[src/rtl/mem_port_pkg.sv]
// Shared types for the memory port request front-end: response FIFO entry and credit width.
// MEM_PORT_REQ_CTRL_WR_ACK_EN adds the is_wr flag to each response entry.
package mem_port_pkg;

    // Response data width; the controller's WIDTH parameter must equal this.
    localparam int RSP_DATA_W = 8;

    typedef struct packed {
`ifdef MEM_PORT_REQ_CTRL_WR_ACK_EN
        logic                  is_wr;
`endif
        logic [RSP_DATA_W-1:0] data;
    } rsp_entry_t;

    function automatic int credit_width(input int depth);
        return $clog2(depth + 1);
    endfunction

endpackage

[src/rtl/mem_rsp_fifo.sv]
// Synchronous in-order FIFO for memory responses; pointers wrap modulo DEPTH (any DEPTH >= 2).
// Pushing while full is only legal together with a pop.
module mem_rsp_fifo #(
    parameter int  DEPTH = 4,
    parameter type T     = logic [7:0]
) (
    input  logic                       i_clk,
    input  logic                       i_rst,
    input  logic                       i_push,
    input  T                           i_push_data,
    input  logic                       i_pop,
    output T                           o_head,
    output logic                       o_full,
    output logic                       o_empty,
    output logic [$clog2(DEPTH+1)-1:0] o_count
);
    localparam int PW = $clog2(DEPTH);
    localparam int CW = $clog2(DEPTH + 1);

    T              mem_q [DEPTH];
    T              mem_d [DEPTH];
    logic [PW-1:0] wr_ptr_q, wr_ptr_d;
    logic [PW-1:0] rd_ptr_q, rd_ptr_d;
    logic [CW-1:0] count_q, count_d;
    logic          pop_ok;

    function automatic logic [PW-1:0] ptr_inc(input logic [PW-1:0] p);
        return (p == PW'(DEPTH - 1)) ? '0 : p + 1'b1;
    endfunction

    assign o_empty = (count_q == '0);
    assign o_full  = (count_q == CW'(DEPTH));
    assign o_count = count_q;
    assign o_head  = o_empty ? '0 : mem_q[rd_ptr_q];
    assign pop_ok  = i_pop & ~o_empty;

    always_comb begin
        mem_d    = mem_q;
        wr_ptr_d = wr_ptr_q;
        rd_ptr_d = rd_ptr_q;
        count_d  = count_q;
        if (i_push) begin
            mem_d[wr_ptr_q] = i_push_data;
            wr_ptr_d        = ptr_inc(wr_ptr_q);
        end
        if (pop_ok) begin
            rd_ptr_d = ptr_inc(rd_ptr_q);
        end
        if (i_push && !pop_ok) begin
            count_d = count_q + 1'b1;
        end else if (!i_push && pop_ok) begin
            count_d = count_q - 1'b1;
        end
    end

    always_ff @(posedge i_clk) begin
        if (i_rst) begin
            wr_ptr_q <= '0;
            rd_ptr_q <= '0;
            count_q  <= '0;
        end else begin
            wr_ptr_q <= wr_ptr_d;
            rd_ptr_q <= rd_ptr_d;
            count_q  <= count_d;
        end
    end

    // Storage needs no reset: entries are only visible through count/pointers.
    always_ff @(posedge i_clk) begin
        mem_q <= mem_d;
    end

endmodule

[src/rtl/mem_port_req_ctrl.sv]
// Request front-end for one memory port: valid/ready issue, fixed-latency read tracking and
// credit-protected response FIFO. MEM_PORT_REQ_CTRL_WR_ACK_EN turns on write acknowledges.
module mem_port_req_ctrl
    import mem_port_pkg::*;
#(
    parameter int WIDTH        = 8,
    parameter int ADDR_WIDTH   = 4,
    parameter int READ_LATENCY = 2,
    parameter int RSP_DEPTH    = 4
) (
    input  logic                  i_clk,
    input  logic                  i_rst,
    input  logic                  i_req_valid,
    output logic                  o_req_ready,
    input  logic                  i_req_we,
    input  logic [ADDR_WIDTH-1:0] i_req_addr,
    input  logic [WIDTH-1:0]      i_req_din,
    output logic                  o_rsp_valid,
    input  logic                  i_rsp_ready,
    output logic [WIDTH-1:0]      o_rsp_data,
`ifdef MEM_PORT_REQ_CTRL_WR_ACK_EN
    output logic                  o_rsp_is_wr,
`endif
    output logic                  o_mem_en,
    output logic                  o_mem_we,
    output logic [ADDR_WIDTH-1:0] o_mem_addr,
    output logic [WIDTH-1:0]      o_mem_din,
    input  logic [WIDTH-1:0]      i_mem_dout,
    output logic                  o_busy
);
    localparam int CW = credit_width(RSP_DEPTH);

    logic                    fire;
    logic                    issue;
    logic [READ_LATENCY-1:0] vld_q, vld_d;
    logic                    retire;
    logic [CW-1:0]           inflight;
    logic [CW-1:0]           outstanding;
    logic [CW-1:0]           rsp_count;
    logic                    rsp_full;
    logic                    rsp_empty;
    logic                    rsp_push;
    logic                    rsp_pop;
    rsp_entry_t              push_entry;
    rsp_entry_t              head;

    assign fire       = i_req_valid & o_req_ready;
    assign o_mem_en   = fire;
    assign o_mem_we   = fire & i_req_we;
    assign o_mem_addr = i_req_addr;
    assign o_mem_din  = i_req_din;

`ifdef MEM_PORT_REQ_CTRL_WR_ACK_EN
    logic [READ_LATENCY-1:0] wr_q, wr_d;

    assign issue = fire;

    always_comb begin
        wr_d    = '0;
        wr_d[0] = i_req_we;
        for (int i = 1; i < READ_LATENCY; i++) wr_d[i] = wr_q[i-1];
    end

    always_ff @(posedge i_clk) begin
        if (i_rst) wr_q <= '0;
        else       wr_q <= wr_d;
    end

    always_comb begin
        push_entry       = '0;
        push_entry.is_wr = wr_q[READ_LATENCY-1];
        push_entry.data  = wr_q[READ_LATENCY-1] ? '0 : RSP_DATA_W'(i_mem_dout);
    end

    assign o_rsp_is_wr = head.is_wr;
`else
    assign issue = fire & ~i_req_we;

    always_comb begin
        push_entry      = '0;
        push_entry.data = RSP_DATA_W'(i_mem_dout);
    end
`endif

    // Bit k set means a tracked request was issued k+1 edges ago.
    always_comb begin
        vld_d    = '0;
        vld_d[0] = issue;
        for (int i = 1; i < READ_LATENCY; i++) vld_d[i] = vld_q[i-1];
    end

    always_ff @(posedge i_clk) begin
        if (i_rst) vld_q <= '0;
        else       vld_q <= vld_d;
    end

    assign retire = vld_q[READ_LATENCY-1];

    always_comb begin
        inflight = '0;
        for (int i = 0; i < READ_LATENCY; i++) inflight = inflight + CW'(vld_q[i]);
    end

    // Credit is taken from registered state only, so a pop frees a slot the following cycle.
    assign outstanding = inflight + rsp_count;
    assign o_req_ready = ~i_rst & (outstanding < CW'(RSP_DEPTH));
    assign o_busy      = (outstanding != '0);

    assign rsp_pop  = ~rsp_empty & i_rsp_ready;
    assign rsp_push = retire & (~rsp_full | rsp_pop);

    mem_rsp_fifo #(
        .DEPTH (RSP_DEPTH),
        .T     (rsp_entry_t)
    ) u_rsp_fifo (
        .i_clk       (i_clk),
        .i_rst       (i_rst),
        .i_push      (rsp_push),
        .i_push_data (push_entry),
        .i_pop       (rsp_pop),
        .o_head      (head),
        .o_full      (rsp_full),
        .o_empty     (rsp_empty),
        .o_count     (rsp_count)
    );

    assign o_rsp_valid = ~rsp_empty;
    assign o_rsp_data  = WIDTH'(head.data);

endmodule

[config.mk]
export PLATFORM = sky130hd
export DESIGN_NAME = mem_port_req_ctrl
export DESIGN_NICKNAME = d
export VERILOG_FILES = /design/src/rtl/mem_port_pkg.sv /design/src/rtl/mem_rsp_fifo.sv /design/src/rtl/mem_port_req_ctrl.sv
export SDC_FILE = /design/constraint.sdc
export NUM_CORES = 1
export LEC_CHECK = 0
export CORE_ASPECT_RATIO = 1.1
export CORE_UTILIZATION = 44
export DETAILED_ROUTE_END_ITERATION = 10
export PLACE_DENSITY = 0.74
export SYNTH_ARGS = -nofsm -noshare
export SYNTH_HDL_FRONTEND = slang
export SYNTH_HIERARCHICAL = 1
export SYNTH_SLANG_ARGS = --single-unit
[constraint.sdc]
create_clock -name i_clk -period 4.9 [get_ports i_clk]
set_clock_uncertainty 0.1 [all_clocks]
set_input_delay 1.47 -clock i_clk [delete_from_list [all_inputs] [get_ports i_clk]]
set_output_delay 1.47 -clock i_clk [all_outputs]
set_load 0.02 [all_outputs]
==> flow_summary.rst <==
.. list-table::
   :header-rows: 1

   * - Metric
     - Value
   * - Outcome
     - complete, no violations
   * - Pin count of the biggest net entering global routing
     - 13
   * - Core Footprint
     - ~4000 µm²
   * - Number of pins with negative max-slew slack in the final report
     - 0
   * - Leakage power
     - 0.769 nW
   * - Worst path slowest cell
     - sky130_fd_sc_hd__clkdlybuf4s50_1
   * - RSZ-0062 raised after global routing
     - false
   * - Fraction of synthesis flops using an asynchronous set or reset pin
     - 0
   * - Total clock buffers created by CTS
     - 5
   * - Post-Synth Adder-Cell Area
     - 0.0680
   * - Area share of the largest cell type after synthesis
     - 0.512
   * - Clock tree from TritonCTS
     - done
   * - Register bit total from synthesis
     - 41
   * - Instance count of the mapped netlist
     - 124
   * - RD Place Congestion
     - between 0.6 and 0.7
   * - Number of clock sinks seen by CTS
     - 41
   * - Detailed-router iteration count before antenna repair
     - 3
   * - Share of synthesized area spent on multiplexers
     - 0.117
   * - Synth Cell Area
     - ~1900 µm²
   * - Total non-filler cell area in the finished layout
     - approximately 2200 µm²
   * - Total of max-cap violations
     - 0
   * - Grt ovf
     - 0
   * - Starting density of the core
     - 0.467
   * - Largest stage delay on the critical path
     - 0.62 ns
   * - Initial DRC Count
     - 33
   * - Number of library cell types mapped by synthesis
     - 25
   * - Clock latency at the later pin of the worst-skew pair
     - approximately 0.29 ns
   * - Placed wire-length estimate after detailed placement
     - 2.16 mm
   * - Cells traversed along the worst timing path
     - clkdlybuf4s50_1 > nand3b_1 > nor2_1 > clkdlybuf4s50_1
   * - Slew at the pin closest to its max-slew limit
     - roughly 0.68 ns
   * - Area after detailed placement
     - about 2100 µm²
   * - Logic depth of the worst register-to-register path
     - 9
   * - Sequential share of the synthesized area
     - 0.608
   * - Number of levels in the clock H-tree
     - 2
   * - Min Clock Period, post-route
     - approximately 4.4 ns
   * - Timing-limited maximum frequency
     - about 230 MHz
   * - Overall track demand over capacity in global routing
     - 0.147
   * - HP Class
     - reg2reg
   * - Worst reg-to-reg setup slack
     - ~2.0 ns
   * - Count of final setup violators
     - 0
   * - Number of top-level design ports
     - 50
   * - Pwr dens
     - ~340 nW/µm²
   * - Routed wl met2
     - between 1.5 and 2 mm
   * - Leading cell type by number of instances after synthesis
     - sky130_fd_sc_hd__edfxtp_1
   * - Count of flip-flops with a built-in enable after synthesis
     - 32
   * - Dominant cell type by count on the critical path
     - sky130_fd_sc_hd__clkdlybuf4s50_1
   * - R2r startpoint
     - u_rsp_fifo/o_count[1]
   * - DRT Wirelength
     - around 3 mm
   * - Simple logic cell fraction of the synthesized area
     - 0.0966
   * - CP Data Arrival Time
     - 2.85 ns
   * - Hold wc startpoint
     - vld_q[0]
   * - Setup TNS after final layout
     - 0 ns
   * - Die extent in x
     - 64.3 µm
   * - Area enclosed by the die boundary
     - ~4500 µm²
   * - Mean post-synth cell area
     - 15.1 µm²
   * - Synthesized Nets
     - roughly 160
   * - Number of nets still failing antenna checks after routing
     - 0
   * - Vias post-DR
     - 1,000
   * - Worst reg2reg path endpoint
     - u_rsp_fifo/o_count[2]
   * - Depth of the worst hold-timing path
     - 2
   * - Highest metal layer with signal wires
     - met4
   * - Peak supply drop
     - between 0.00015 and 0.0002 V
   * - Number of standard-cell rows in the floorplan
     - 24
   * - Yosys warning total
     - 6
   * - Cells resized by post-CTS repair
     - 0
   * - Post-route DRC
     - 0
   * - Slew margin rel.
     - 0.542
   * - Main area contributors after synthesis
     - sky130_fd_sc_hd__edfxtp_1, sky130_fd_sc_hd__dfxtp_1, sky130_fd_sc_hd__mux4_2, sky130_fd_sc_hd__buf_4, sky130_fd_sc_hd__ha_1
   * - Hold buffer count at cts
     - 0
   * - Wire length of the first global-routing pass
     - about 4.8 mm
   * - Ys flop type
     - sky130_fd_sc_hd__edfxtp_1
   * - Wire length on met1
     - ~1.2 mm
   * - Nets
     - ~180
   * - CTS Buffer Depth
     - 2
   * - Sequential cell area
     - ~1100 µm²
   * - Clock transition time at the flip-flop clock pins of the worst setup and hold paths
     - approximately 0.080 ns
   * - Post-DR vias/cell
     - ~5
   * - Layout filler cell count
     - roughly 340
   * - Quantity of I/O buffers inserted on ports
     - 25
   * - Hold Violations, Final
     - 0
   * - Endpoint, Worst Hold
     - vld_q[1]
   * - Number of buffers inserted by post-CTS setup repair
     - 0
   * - Area of combinational cells with multiple inputs
     - 597 µm²
   * - Post-route clock period utilization
     - 0.902
   * - Root Driver
     - sky130_fd_sc_hd__clkbuf_8
   * - Area grow syn2layout
     - 17.2%
   * - Share of the synthesized area in compound gates (AO/OA/AOI/OAI)
     - 0.0220
   * - Vert. Die Dim
     - 70.5 µm
   * - Nature of the critical path endpoint
     - output pin
   * - Antenna fix cells
     - 0
   * - Area leader, netlist
     - sky130_fd_sc_hd__edfxtp_1
   * - Worst setup path category
     - in2out
   * - Vias in the first global route
     - about 1,000
   * - Fraction of final layout cells with drive strength greater than 1
     - 0.118
   * - Startpoint type of the worst setup path
     - input port
   * - Combinational family with the most area after synthesis
     - multiplexers
   * - Worst-path fanout max
     - 5
   * - Xor and xnor area share after synthesis
     - 0.0140
   * - Req. time, crit path
     - around 3.3 ns
   * - Commonest cells in the synthesized netlist
     - sky130_fd_sc_hd__edfxtp_1, sky130_fd_sc_hd__buf_4, sky130_fd_sc_hd__dfxtp_1, sky130_fd_sc_hd__inv_1, sky130_fd_sc_hd__nor2_1
   * - Antenna violations before repair
     - 0
   * - Wire per inst
     - between 15 and 20 µm
   * - Met3 wire length
     - roughly 180 µm
cell type report:
class                   instances  share of cell area
flip-flops and latches         41               0.518
multi-input cells              60               0.271
repair buffers                 26               0.117
clock buffers                   6              0.0330
well taps                      52              0.0296
clock inverters                 2              0.0153
inverters                       9              0.0153
worst max-delay path: cells and delay by family:
kind,cells,cell delay (ns)
and+or+nand+nor,2,0.29
buffers and inverters,2,1.09
registers in the layout, summed over array words and instances (netlist names):
register	flops
vld_q	2
u_rsp_fifo/wr_ptr_q	2
u_rsp_fifo/o_count	3
u_rsp_fifo/mem_q	32
u_rsp_fifo/rd_ptr_q	2
cells in the final DEF, fill, tap and decap left out, types with 2 or more instances in the layout:
master / n
sky130_fd_sc_hd__ha_1: 7
sky130_fd_sc_hd__inv_1: 9
sky130_fd_sc_hd__mux2i_1: 4
sky130_fd_sc_hd__clkbuf_8: 5
sky130_fd_sc_hd__edfxtp_1: 32
sky130_fd_sc_hd__nor2b_1: 8
sky130_fd_sc_hd__nor2_1: 9
sky130_fd_sc_hd__clkdlybuf4s50_1: 25
sky130_fd_sc_hd__mux4_2: 8
sky130_fd_sc_hd__and2_1: 4
sky130_fd_sc_hd__xor2_1: 3
sky130_fd_sc_hd__a21oi_1: 3
sky130_fd_sc_hd__nor3b_1: 2
sky130_fd_sc_hd__fa_1: 2
sky130_fd_sc_hd__or3_1: 2
sky130_fd_sc_hd__dfxtp_1: 9
report_power, final:
group          leakage [nW]  total (W)  internal (W)  switching (W)
combinational         0.355  0.0000943     0.0000480      0.0000463
sequential            0.361   0.000387      0.000379     0.00000749
clock                0.0528   0.000259      0.000150       0.000108
total                 0.769   0.000740      0.000578       0.000162
how the worst max path moves through the flow:
| stage | startpoint | endpoint | slack (ns) | cells past startpoint |
|---|---|---|---|---|
| final | i_rst | o_mem_we | 0.48 | 4 |
| after global routing | i_rst | o_mem_we | 0.38 | 4 |
| after CTS | i_rst | o_mem_we | 0.47 | 4 |
| after detailed placement | i_rst | o_mem_we | 0.49 | 4 |
| after global placement | i_rst | o_mem_we | 0.53 | 4 |
| after floorplan | i_req_valid | o_mem_en | 1.34 | 1 |
logic make-up after synthesis:
group | Yosys count
AO/OA/AOI/OAI | 5
adder cells (fa/ha/maj) | 9
flip-flops | 41
AND/OR/NAND/NOR | 31
multiplexers | 12
XOR/XNOR | 3
buffers and inverters | 23
layer usage:
layer,vias to the layer above,GRT usage
met4,0,0.0642
met5,-,0
met2,33,0.255
met3,5,0.0523
li1,469,-
met1,493,0.161
metrics by stage:
| step | power, W | hold WS [ns] | utilization | instances | worst slack (ns) |
|---|---|---|---|---|---|
| 2_1_floorplan | 0.000457 | 0.341 | - | 124 | 1.34 |
| 3_3_place_gp | 0.000487 | 0.351 | 0.521 | 188 | 0.529 |
| 3_5_place_dp | 0.000490 | 0.363 | 0.521 | 188 | 0.486 |
| 4_1_cts | 0.000746 | 0.374 | 0.547 | 196 | 0.470 |
| 5_1_grt | 0.000765 | 0.401 | 0.547 | 196 | 0.381 |
| 6_report | 0.000740 | 0.368 | 0.547 | 196 | 0.479 |
Power figures use the tool's default switching activity.
